$ cat src/rtl/hazard_scoreboard_pkg.sv
// Shared constants and types for the hazard/forwarding scoreboard.
// Optional feature macro: HAZARD_WD_BYPASS_EN (D-stage bypass from W write data).
package hazard_scoreboard_pkg;

    localparam int FWD_REGFILE = 0;

    // How the writer shift register moves on the next edge.
    typedef enum logic [1:0] {
        ADV_NORMAL,
        ADV_BUBBLE,
        ADV_FLUSH,
        ADV_HOLD
    } adv_e;

endpackage

$ cat src/rtl/hazard_scoreboard_sat_counter.sv
// Saturating up-counter with synchronous clear; sticks at all-ones.
module hazard_scoreboard_sat_counter #(
    parameter int WIDTH = 32
) (
    input  logic             clock,
    input  logic             clear,
    input  logic             inc,
    output logic [WIDTH-1:0] count
);

    always_ff @(posedge clock) begin
        if (clear) begin
            count <= '0;
        end else if (inc && (count != '1)) begin
            count <= count + WIDTH'(1);
        end
    end

endmodule

$ cat src/rtl/hazard_scoreboard.sv
// Hazard/forwarding controller: tracks in-flight writers S1(X)..S[NSTAGE](W) and produces
// stall, flush, dmem-wait freeze and registered X forward selects. Macro: HAZARD_WD_BYPASS_EN.
module hazard_scoreboard
    import hazard_scoreboard_pkg::*;
#(
    parameter int NREGS      = 32,
    parameter int ADDRW      = $clog2(NREGS),
    parameter int NSTAGE     = 3,
    parameter int LOAD_STAGE = 2,
    parameter int FSW        = $clog2(NSTAGE + 1)
) (
    input  logic             clock,
    input  logic             reset,
    input  logic             d_valid,
    input  logic [ADDRW-1:0] d_rs1,
    input  logic [ADDRW-1:0] d_rs2,
    input  logic             d_use1,
    input  logic             d_use2,
    input  logic [ADDRW-1:0] d_rd,
    input  logic             d_wen,
    input  logic             d_is_load,
    input  logic             br_taken,
    input  logic             mem_req,
    input  logic             mem_ack,
    output logic             hold_fd,
    output logic             bubble_x,
    output logic             hold_all,
    output logic             flush_fd,
    output logic [FSW-1:0]   fwd1_x,
    output logic [FSW-1:0]   fwd2_x,
    output logic             d_wd1,
    output logic             d_wd2,
    output logic [31:0]      stall_cnt
);

    typedef struct packed {
        logic             valid;
        logic [ADDRW-1:0] rd;
        logic             wen;
        logic             is_load;
    } entry_t;

    entry_t         sb [1:NSTAGE];
    logic           use1, use2;
    logic [FSW-1:0] sel1, sel2;
    logic           young1, young2, ld1, ld2, tail1, tail2;
    logic           wd1, wd2, tail_hazard, hazard;
    logic           hold_all_i, flush_i, stall_i;
    adv_e           mode;

    always_comb begin
        use1   = d_valid & d_use1 & (d_rs1 != '0);
        use2   = d_valid & d_use2 & (d_rs2 != '0);
        sel1   = FSW'(FWD_REGFILE);
        sel2   = FSW'(FWD_REGFILE);
        young1 = 1'b0;
        young2 = 1'b0;
        ld1    = 1'b0;
        ld2    = 1'b0;
        // Walk oldest to youngest so the lowest matching stage wins.
        for (int k = NSTAGE - 1; k >= 1; k--) begin
            if (use1 && sb[k].valid && sb[k].wen && (sb[k].rd == d_rs1)) begin
                sel1   = FSW'(k + 1);
                young1 = 1'b1;
                ld1    = sb[k].is_load && ((k + 1) <= LOAD_STAGE);
            end
            if (use2 && sb[k].valid && sb[k].wen && (sb[k].rd == d_rs2)) begin
                sel2   = FSW'(k + 1);
                young2 = 1'b1;
                ld2    = sb[k].is_load && ((k + 1) <= LOAD_STAGE);
            end
        end
        tail1 = use1 & sb[NSTAGE].valid & sb[NSTAGE].wen & (sb[NSTAGE].rd == d_rs1) & ~young1;
        tail2 = use2 & sb[NSTAGE].valid & sb[NSTAGE].wen & (sb[NSTAGE].rd == d_rs2) & ~young2;
`ifdef HAZARD_WD_BYPASS_EN
        wd1         = tail1;
        wd2         = tail2;
        tail_hazard = 1'b0;
`else
        wd1         = 1'b0;
        wd2         = 1'b0;
        tail_hazard = tail1 | tail2;
`endif
        hazard     = ld1 | ld2 | tail_hazard;
        hold_all_i = mem_req & ~mem_ack;
        flush_i    = br_taken & ~hold_all_i;
        stall_i    = hazard & ~flush_i & ~hold_all_i;

        if (hold_all_i)   mode = ADV_HOLD;
        else if (flush_i) mode = ADV_FLUSH;
        else if (stall_i) mode = ADV_BUBBLE;
        else              mode = ADV_NORMAL;

        // Outputs are forced quiet while reset is asserted so no hold leaks out.
        hold_fd  = ~reset & (hold_all_i | stall_i);
        bubble_x = ~reset & stall_i;
        hold_all = ~reset & hold_all_i;
        flush_fd = ~reset & flush_i;
        d_wd1    = ~reset & wd1;
        d_wd2    = ~reset & wd2;
    end

    always_ff @(posedge clock) begin
        if (reset) begin
            for (int k = 1; k <= NSTAGE; k++) sb[k] <= '0;
            fwd1_x <= FSW'(FWD_REGFILE);
            fwd2_x <= FSW'(FWD_REGFILE);
        end else if (mode != ADV_HOLD) begin
            for (int k = 2; k <= NSTAGE; k++) sb[k] <= sb[k-1];
            if (mode == ADV_NORMAL) begin
                sb[1]  <= {d_valid, d_rd, d_wen, d_is_load};
                fwd1_x <= sel1;
                fwd2_x <= sel2;
            end else begin
                sb[1]  <= '0;
                fwd1_x <= FSW'(FWD_REGFILE);
                fwd2_x <= FSW'(FWD_REGFILE);
            end
        end
    end

    hazard_scoreboard_sat_counter #(
        .WIDTH(32)
    ) u_stall_cnt (
        .clock(clock),
        .clear(reset),
        .inc  (hold_fd),
        .count(stall_cnt)
    );

endmodule

$ cat config.mk
export PLATFORM = sky130hd
export DESIGN_NAME = hazard_scoreboard
export DESIGN_NICKNAME = d
export VERILOG_FILES = /design/src/rtl/hazard_scoreboard_pkg.sv /design/src/rtl/hazard_scoreboard_sat_counter.sv /design/src/rtl/hazard_scoreboard.sv
export SDC_FILE = /design/constraint.sdc
export NUM_CORES = 1
export LEC_CHECK = 0
export ABC_CLOCK_PERIOD_IN_PS = 8250
export BUFFER_PORTS_ARGS = -buffer_cell sky130_fd_sc_hd__buf_2
export CAP_MARGIN = 40
export CORE_MARGIN = 2
export CORE_UTILIZATION = 55
export CTS_CLUSTER_DIAMETER = 60
export CTS_CLUSTER_SIZE = 30
export DETAILED_ROUTE_END_ITERATION = 10
export HOLD_SLACK_MARGIN = 0.03
export PLACE_DENSITY = 0.83
export RECOVER_POWER = 50
export SLEW_MARGIN = 20
export SYNTH_ARGS = -nofsm -noshare
export SYNTH_HDL_FRONTEND = slang
export SYNTH_HIERARCHICAL = 1
export SYNTH_SLANG_ARGS = --single-unit
export TNS_END_PERCENT = 100
$ cat constraint.sdc
create_clock -name clock -period 8.25 [get_ports clock]
set_input_delay 0.825 -clock clock [delete_from_list [all_inputs] [get_ports clock]]
set_output_delay 0.825 -clock clock [all_outputs]
set_load 0.1 [all_outputs]
### Yosys cells after proc, flatten, opt, wreduce, memory -nomap -nowiden

Memory sizes are Yosys's and may differ from the RTL's.
Cells that the tools add are included.

| word-level totals | value |
|---|---|
| register bits after elaboration | 36 |
| bits in writable memories | 24 |
| logic and storage cells | 95 |
| memories | 1 |

| operators by class | value |
|---|---|
| add/subtract/negate cells | 1 |
| eq/ne operators | 8 |
| mux-type cells | 32 |
| bitwise gates (word level) | 34 |
| reductions and logical operators | 16 |

Memory list:

| memory | depth | width | read ports | clocked after memory_dff | write ports | RTL line | text |
|---|---|---|---|---|---|---|---|
| sb | 3 | 8 | 3 | 0 | 3 | hazard_scoreboard.sv:43 | `entry_t sb [1:NSTAGE];` |

Operators with widths:

| operator | number |
|---|---|
| $add A32 B1 Y32 const B | 1 |
| $mux W8 | 4 |
| $ne A32 B32 Y1 const B | 1 |
| $eq A5 B5 Y1 | 6 |
| $and A1 B1 Y1 | 20 |
| $mux W1 | 20 |
| $mux W2 | 8 |
| $logic_and A1 B1 Y1 | 13 |
| $reduce_bool A5 Y1 | 2 |
| $or A1 B1 Y1 | 8 |
| $not A1 Y1 | 6 |
| $logic_not A2 Y1 | 1 |
| $ne A2 B2 Y1 const B | 1 |

### Logic depth before layout (Yosys ltp)

| logic depth | value |
|---|---|
| depth in word-level cells | 23 |
| depth in mapped cells | 11 |

### By module

The synthesis kept the hierarchy.

By module, submodules not included:

| module | instances | cells an instance | area each (µm²) | seq. area each (µm²) |
|---|---|---|---|---|
| hazard_scoreboard_sat_counter | 1 | 199 | 1,674.1 | 640.6 |
| hazard_scoreboard | 1 | 147 | 1,586.5 | 740.7 |

### Worst setup path before layout

OpenSTA, ideal clock, no wires.

| timing | value |
|---|---|
| path type | input to register |
| start | in d_rs2[3] |
| end | reg u_stall_cnt.count[31] |
| library setup time | 0.121 ns |
| arrival time | 5.500 ns |
| required time | 8.129 ns |
| slack | 2.630 ns |
| stages | 10 |
| path buffers | 0 |
| cell sequence | xor2_1 nor4_1 nand4_1 or3_1 a41oi_1 nand4_1 nor4_2 nand4_1 nor4_1 mux2_2 |

| between the ends | value |
|---|---|
| longest elaborated chain between the ends | 16 |

Ends and longest elaborated chain:

| item | RTL line | text |
|---|---|---|
| from (decl) | hazard_scoreboard.sv:16 | `input logic [ADDRW-1:0] d_rs2,` |
| $reduce_bool A5 Y1 | hazard_scoreboard.sv:53 | `use2 = d_valid & d_use2 & (d_rs2 != '0);` |
| $and A1 B1 Y1 | hazard_scoreboard.sv:53 |  |
| $logic_and A1 B1 Y1 (3 in series) | hazard_scoreboard.sv:67 | `if (use2 && sb[k].valid && sb[k].wen && (sb[k].rd == d_rs2)) begin` |
| $mux W1 (2 in series) | hazard_scoreboard.sv:67 |  |
| $not A1 Y1 | hazard_scoreboard.sv:74 | `tail2 = use2 & sb[NSTAGE].valid & sb[NSTAGE].wen & (sb[NSTAGE].rd == d_rs2) & ~young2;` |
| $and A1 B1 Y1 | hazard_scoreboard.sv:74 |  |
| $or A1 B1 Y1 | hazard_scoreboard.sv:82 | `tail_hazard = tail1 \| tail2;` |
| $or A1 B1 Y1 (*) | hazard_scoreboard.sv:84 | `hazard = ld1 \| ld2 \| tail_hazard;` |
| $and A1 B1 Y1 (*) (2 in series) | hazard_scoreboard.sv:87 | `stall_i = hazard & ~flush_i & ~hold_all_i;` |
| $or A1 B1 Y1 (*) | hazard_scoreboard.sv:95 | `hold_fd = ~reset & (hold_all_i \| stall_i);` |
| $and A1 B1 Y1 (*) | hazard_scoreboard.sv:95 |  |
| via hold_fd | hazard_scoreboard.sv:25 | `output logic hold_fd,` |
| $logic_and A1 B1 Y1 (*) | hazard_scoreboard_sat_counter.sv:14 | `end else if (inc && (count != '1)) begin` |
| to (signal assigned) | hazard_scoreboard_sat_counter.sv:15 | `count <= count + WIDTH'(1);` |
| to (decl) | hazard_scoreboard_sat_counter.sv:8 | `output logic [WIDTH-1:0] count` |

The timed path passes the listed nets; every way through them passes the cells marked *.
A chain may end at the register's enable or synchronous reset.

### Worst setup path in the final report

| timing | value |
|---|---|
| start | in d_rs2[3] |
| end | reg u_stall_cnt.count[31] |

| between the ends | value |
|---|---|
| longest elaborated chain between the ends | 16 |

Ends and longest elaborated chain:

| item | RTL line |
|---|---|
| $reduce_bool A5 Y1 | hazard_scoreboard.sv:53 |
| $and A1 B1 Y1 | hazard_scoreboard.sv:53 |
| $logic_and A1 B1 Y1 (3 in series) | hazard_scoreboard.sv:67 |
| $mux W1 (2 in series) | hazard_scoreboard.sv:67 |
| $not A1 Y1 | hazard_scoreboard.sv:74 |
| $and A1 B1 Y1 | hazard_scoreboard.sv:74 |
| $or A1 B1 Y1 | hazard_scoreboard.sv:82 |
| $or A1 B1 Y1 (*) | hazard_scoreboard.sv:84 |
| $and A1 B1 Y1 (*) (2 in series) | hazard_scoreboard.sv:87 |
| $or A1 B1 Y1 (*) | hazard_scoreboard.sv:95 |
| $and A1 B1 Y1 (*) | hazard_scoreboard.sv:95 |
| $logic_and A1 B1 Y1 (*) | hazard_scoreboard_sat_counter.sv:14 |

Every way passes the cells marked *; elsewhere a longest branch is shown, timed or not.

==> summary.md <==
| Metric | Value |
|---|---|
| Grt ovf | `0` |
| Hpwl dp | `5330 µm` |
| Post-CTS resize count | `0` |
| Max-slew headroom | `-27.9%` |
| Port bufs | `64` |
| Status | `finished, violations left` |
| Commonest cells in the netlist | `dfxtp_1 (36), xnor2_1 (30), a21oi_1 (27)` |
| WL met1 | `3380 µm` |
| Clk_lat worst skew | `340 ps` |
| Drt total wl | `7500 µm` |
| Yosys warns | `6` |
| Total power divided by cell area | `163 nW/µm²` |
| Global Route Usage Sum | `24.1%` |
| Vias in the first global route | `2711` |
| Clock power share | `40.3%` |
| Chip width | `81.0 µm` |
| Failing checks | `capacitance limit, slew limit` |
| CTS tree | `yes` |
| Type of element capturing the critical path | `flop` |
| Final Setup Violations | `0` |
| Core Region | `5820 µm²` |
| Cell Chain, Critical Path | `buf_2 > xor2_1 > nor4_1 > nand4_1 > or3_1 > a41oi_1 > nand4_1 > nor4_2 > nand4_1 > nor4_1 > mux2_2` |
| Switching share of power | `24.3%` |
| Total iterations of the first detailed-routing run | `4` |
| Number of synthesized register bits | `58` |
| H-tree levels | `3` |
| Type of origin of the critical path | `input pin` |
| RSZ-0062 raised after global routing | `false` |
| Iter 0 DRT Violations | `202` |
| WP data arrival | `4540 ps` |
| Synth area leaders | `dfxtp_1 (22%), edfxtp_1 (20%), xnor2_1 (8.1%)` |
| Residual DRC count | `0` |
| CP Data Required Time | `8460 ps` |
| Main flop type after synthesis | `dfxtp_1` |
| First-pass GRT wire length | `12400 µm` |
| Post-synth EDFFs | `22` |
| Slew @ Worst Pin | `1920 ps` |
| Tmin final | `4330 ps` |
| Final ANT Viol Nets | `0` |
| FFs w/ async S/R, synth | `0%` |
| Sw power | `148 µW` |
| Area share of the largest cell type after synthesis | `22.1%` |
| Worst Path Buf+Inv | `1` |
| Logic pwr share | `8.8%` |
| Yosys cell types | `51` |
| WL met3 | `545 µm` |
| Post-synth top area cell | `dfxtp_1` |
| Cell count after synthesis | `346` |
| Max Fclk | `231 MHz` |
| Clock transition at path regs | `60 ps` |
| Max capacitance violation total | `1` |
| Crit-path leading delay family | `simple AND/OR/NAND/NOR gates` |
| CTS buffer count | `9` |
| Syn-to-layout area delta | `15.3%` |
| Row cnt | `28` |
| Critical path class | `input pin to flop` |
| Drt wl/cell | `15.5 µm` |
| Hold slack | `461 ps` |
| Hold crit path type | `flop to flop` |
| Initial antenna violation count | `0` |
| Via-to-Cell Ratio | `5.99` |
| Leak | `0.00120 µW` |
| Die Y | `81.0 µm` |
| Vias | `2907` |
| Clk_skew | `10.7 ps` |
| Int Power | `463 µW` |
| Cell Area, Synth | `3260 µm²` |
| Setup bufs post-CTS | `0` |
| Layout cell share with drive strength beyond 1 | `14.1%` |
| Final period utilization | `52.4%` |
| Crit Path Max Fanout | `10` |
| Routability cong. | `0.859` |
| Cts-stage hold buffer count | `0` |
| Sequential area share after synthesis | `42.4%` |
| Met2 WL post-DR | `3500 µm` |
| Syn_area_per_cell | `9.42 µm²` |
| Die area | `6560 µm²` |
| Ant diodes | `0` |
| Fin. Hold Viols | `0` |
| Setup TNS Final | `0 ps` |
| Max IR drop VDD | `0.000109 V` |
| Starting density of the core | `56.1%` |
| Critical path's largest stage delay | `650 ps` |
| Nets | `434` |
| CP dominant cell by count | `nand4_1` |
| Cell with the most instances after synthesis | `dfxtp_1` |
| CP max-delay cell | `nor4_2` |
| Max Slew Vio Count | `46` |
| Largest net degree at the start of global routing | `46` |
| Reg power frac | `50.9%` |
| # IOs | `67` |
| CTS Buffer Depth | `2` |
| Clk sinks | `58` |
| Top layer in use | `met4` |
| Clock root buffer | `clkbuf_8` |
## logic make-up after synthesis
kind of cell             count (synthesis)  synth area share, %
other                                    1                0.115
AO/OA/AOI/OAI                           63                 13.1
flip-flops                              58                 42.4
buffers and inverters                   20                 2.69
multiplexers                             3                0.998
adder cells (fa/ha/maj)                  3                 1.15
AND/OR/NAND/NOR                        161                 29.7
XOR/XNOR                                37                 9.94
## tightest hold or removal path, cell delays in order, from the launching register on
cell	delay (ps)
dfxtp_1	310
nand2_1	50
a21oi_1	50
## flip-flops by register name, summed over array words and instances, names as in the netlist
name	flops
fwd1_x	2
fwd2_x	2
sb	22
u_stall_cnt/count	32
## cell type report
type                       instances  area, µm²
clock buffer                      13        179
clock inverter                     2       10.0
fill                             514       2060
inverter                           3       11.3
multi-input combinational        269       1800
sequential                        58       1380
tap                               75       93.8
timing repair buffer              65        282
## worst paths after layout
kind	start	end	slack, ps	cells past startpoint
setup / recovery	d_rs2[3]	u_stall_cnt/count[31]$_SDFFE_PP0P_	3920	11
hold reg to reg	fwd1_x[0]$_SDFFE_PP0P_	fwd1_x[0]$_SDFFE_PP0P_	460	2
hold / removal	fwd1_x[0]$_SDFFE_PP0P_	fwd1_x[0]$_SDFFE_PP0P_	460	2
setup reg to reg	sb[0][21]$_SDFFCE_PN0P_	u_stall_cnt/count[31]$_SDFFE_PP0P_	4120	10
## per-stage QoR
stage / instance area (µm²) / power, µW / util, % / instances / setup slack, ps
final: 3760 / 612 / 64.6 / 485 / 3920
after global routing: 3760 / 631 / 64.6 / 485 / 3620
after CTS: 3800 / 615 / 65.4 / 485 / 4030
after detailed placement: 3620 / 370 / 62.2 / 470 / 3670
after global placement: 3620 / 369 / 62.2 / 470 / 3870
after floorplan: 3260 / 355 / - / 347 / 2630
## layer usage
| metal | global-route usage (%) | up-vias |
|---|---|---|
| li1 | - | 1422 |
| met1 | 31.6 | 1364 |
| met2 | 39.3 | 112 |
| met3 | 6.89 | 9 |
| met4 | 6.61 | 0 |
| met5 | 0 | - |
## cell usage in the layout (no fill, tap or decap), types with 2 or more instances in the layout
| cell | netlist | layout |
|---|---|---|
| inv_1 | 3 | 3 |
| nand4_1 | 19 | 19 |
| and2_0 | 0 | 11 |
| clkinv_2 | 0 | 2 |
| and3_1 | 3 | 3 |
| and4_1 | 4 | 4 |
| o211ai_1 | 2 | 2 |
| o21ai_0 | 8 | 8 |
| nor3b_1 | 3 | 3 |
| a21oi_1 | 27 | 27 |
| nor4_1 | 8 | 7 |
| buf_2 | 4 | 27 |
| nand3_1 | 16 | 16 |
| ha_1 | 3 | 3 |
| or4_1 | 15 | 15 |
| nor4_2 | 2 | 3 |
| nor2_1 | 18 | 18 |
| o211ai_2 | 2 | 2 |
| a21o_1 | 2 | 2 |
| and2_1 | 24 | 13 |
| xor2_1 | 7 | 7 |
| clkbuf_1 | 11 | 37 |
| nand2b_1 | 5 | 5 |
| or3_1 | 13 | 13 |
| a2111oi_0 | 2 | 2 |
| edfxtp_1 | 22 | 22 |
| nor3_1 | 5 | 5 |
| o31ai_1 | 12 | 12 |
| nand2_1 | 15 | 15 |
| xnor2_1 | 30 | 30 |
| dfxtp_1 | 36 | 36 |
| nor2b_1 | 3 | 3 |
| conb_1 | 1 | 2 |
| clkbuf_8 | 0 | 13 |
## power by group through the flow
stage                     Clock, µW  Combinational [µW]  Sequential (µW)
after floorplan                   0                37.7              317
after global placement            0                52.7              317
after detailed placement          0                53.5              317
after CTS                       250                54.0              311
after global routing            260                58.8              312
final                           247                53.8              311
Power figures use the tool's default switching activity.
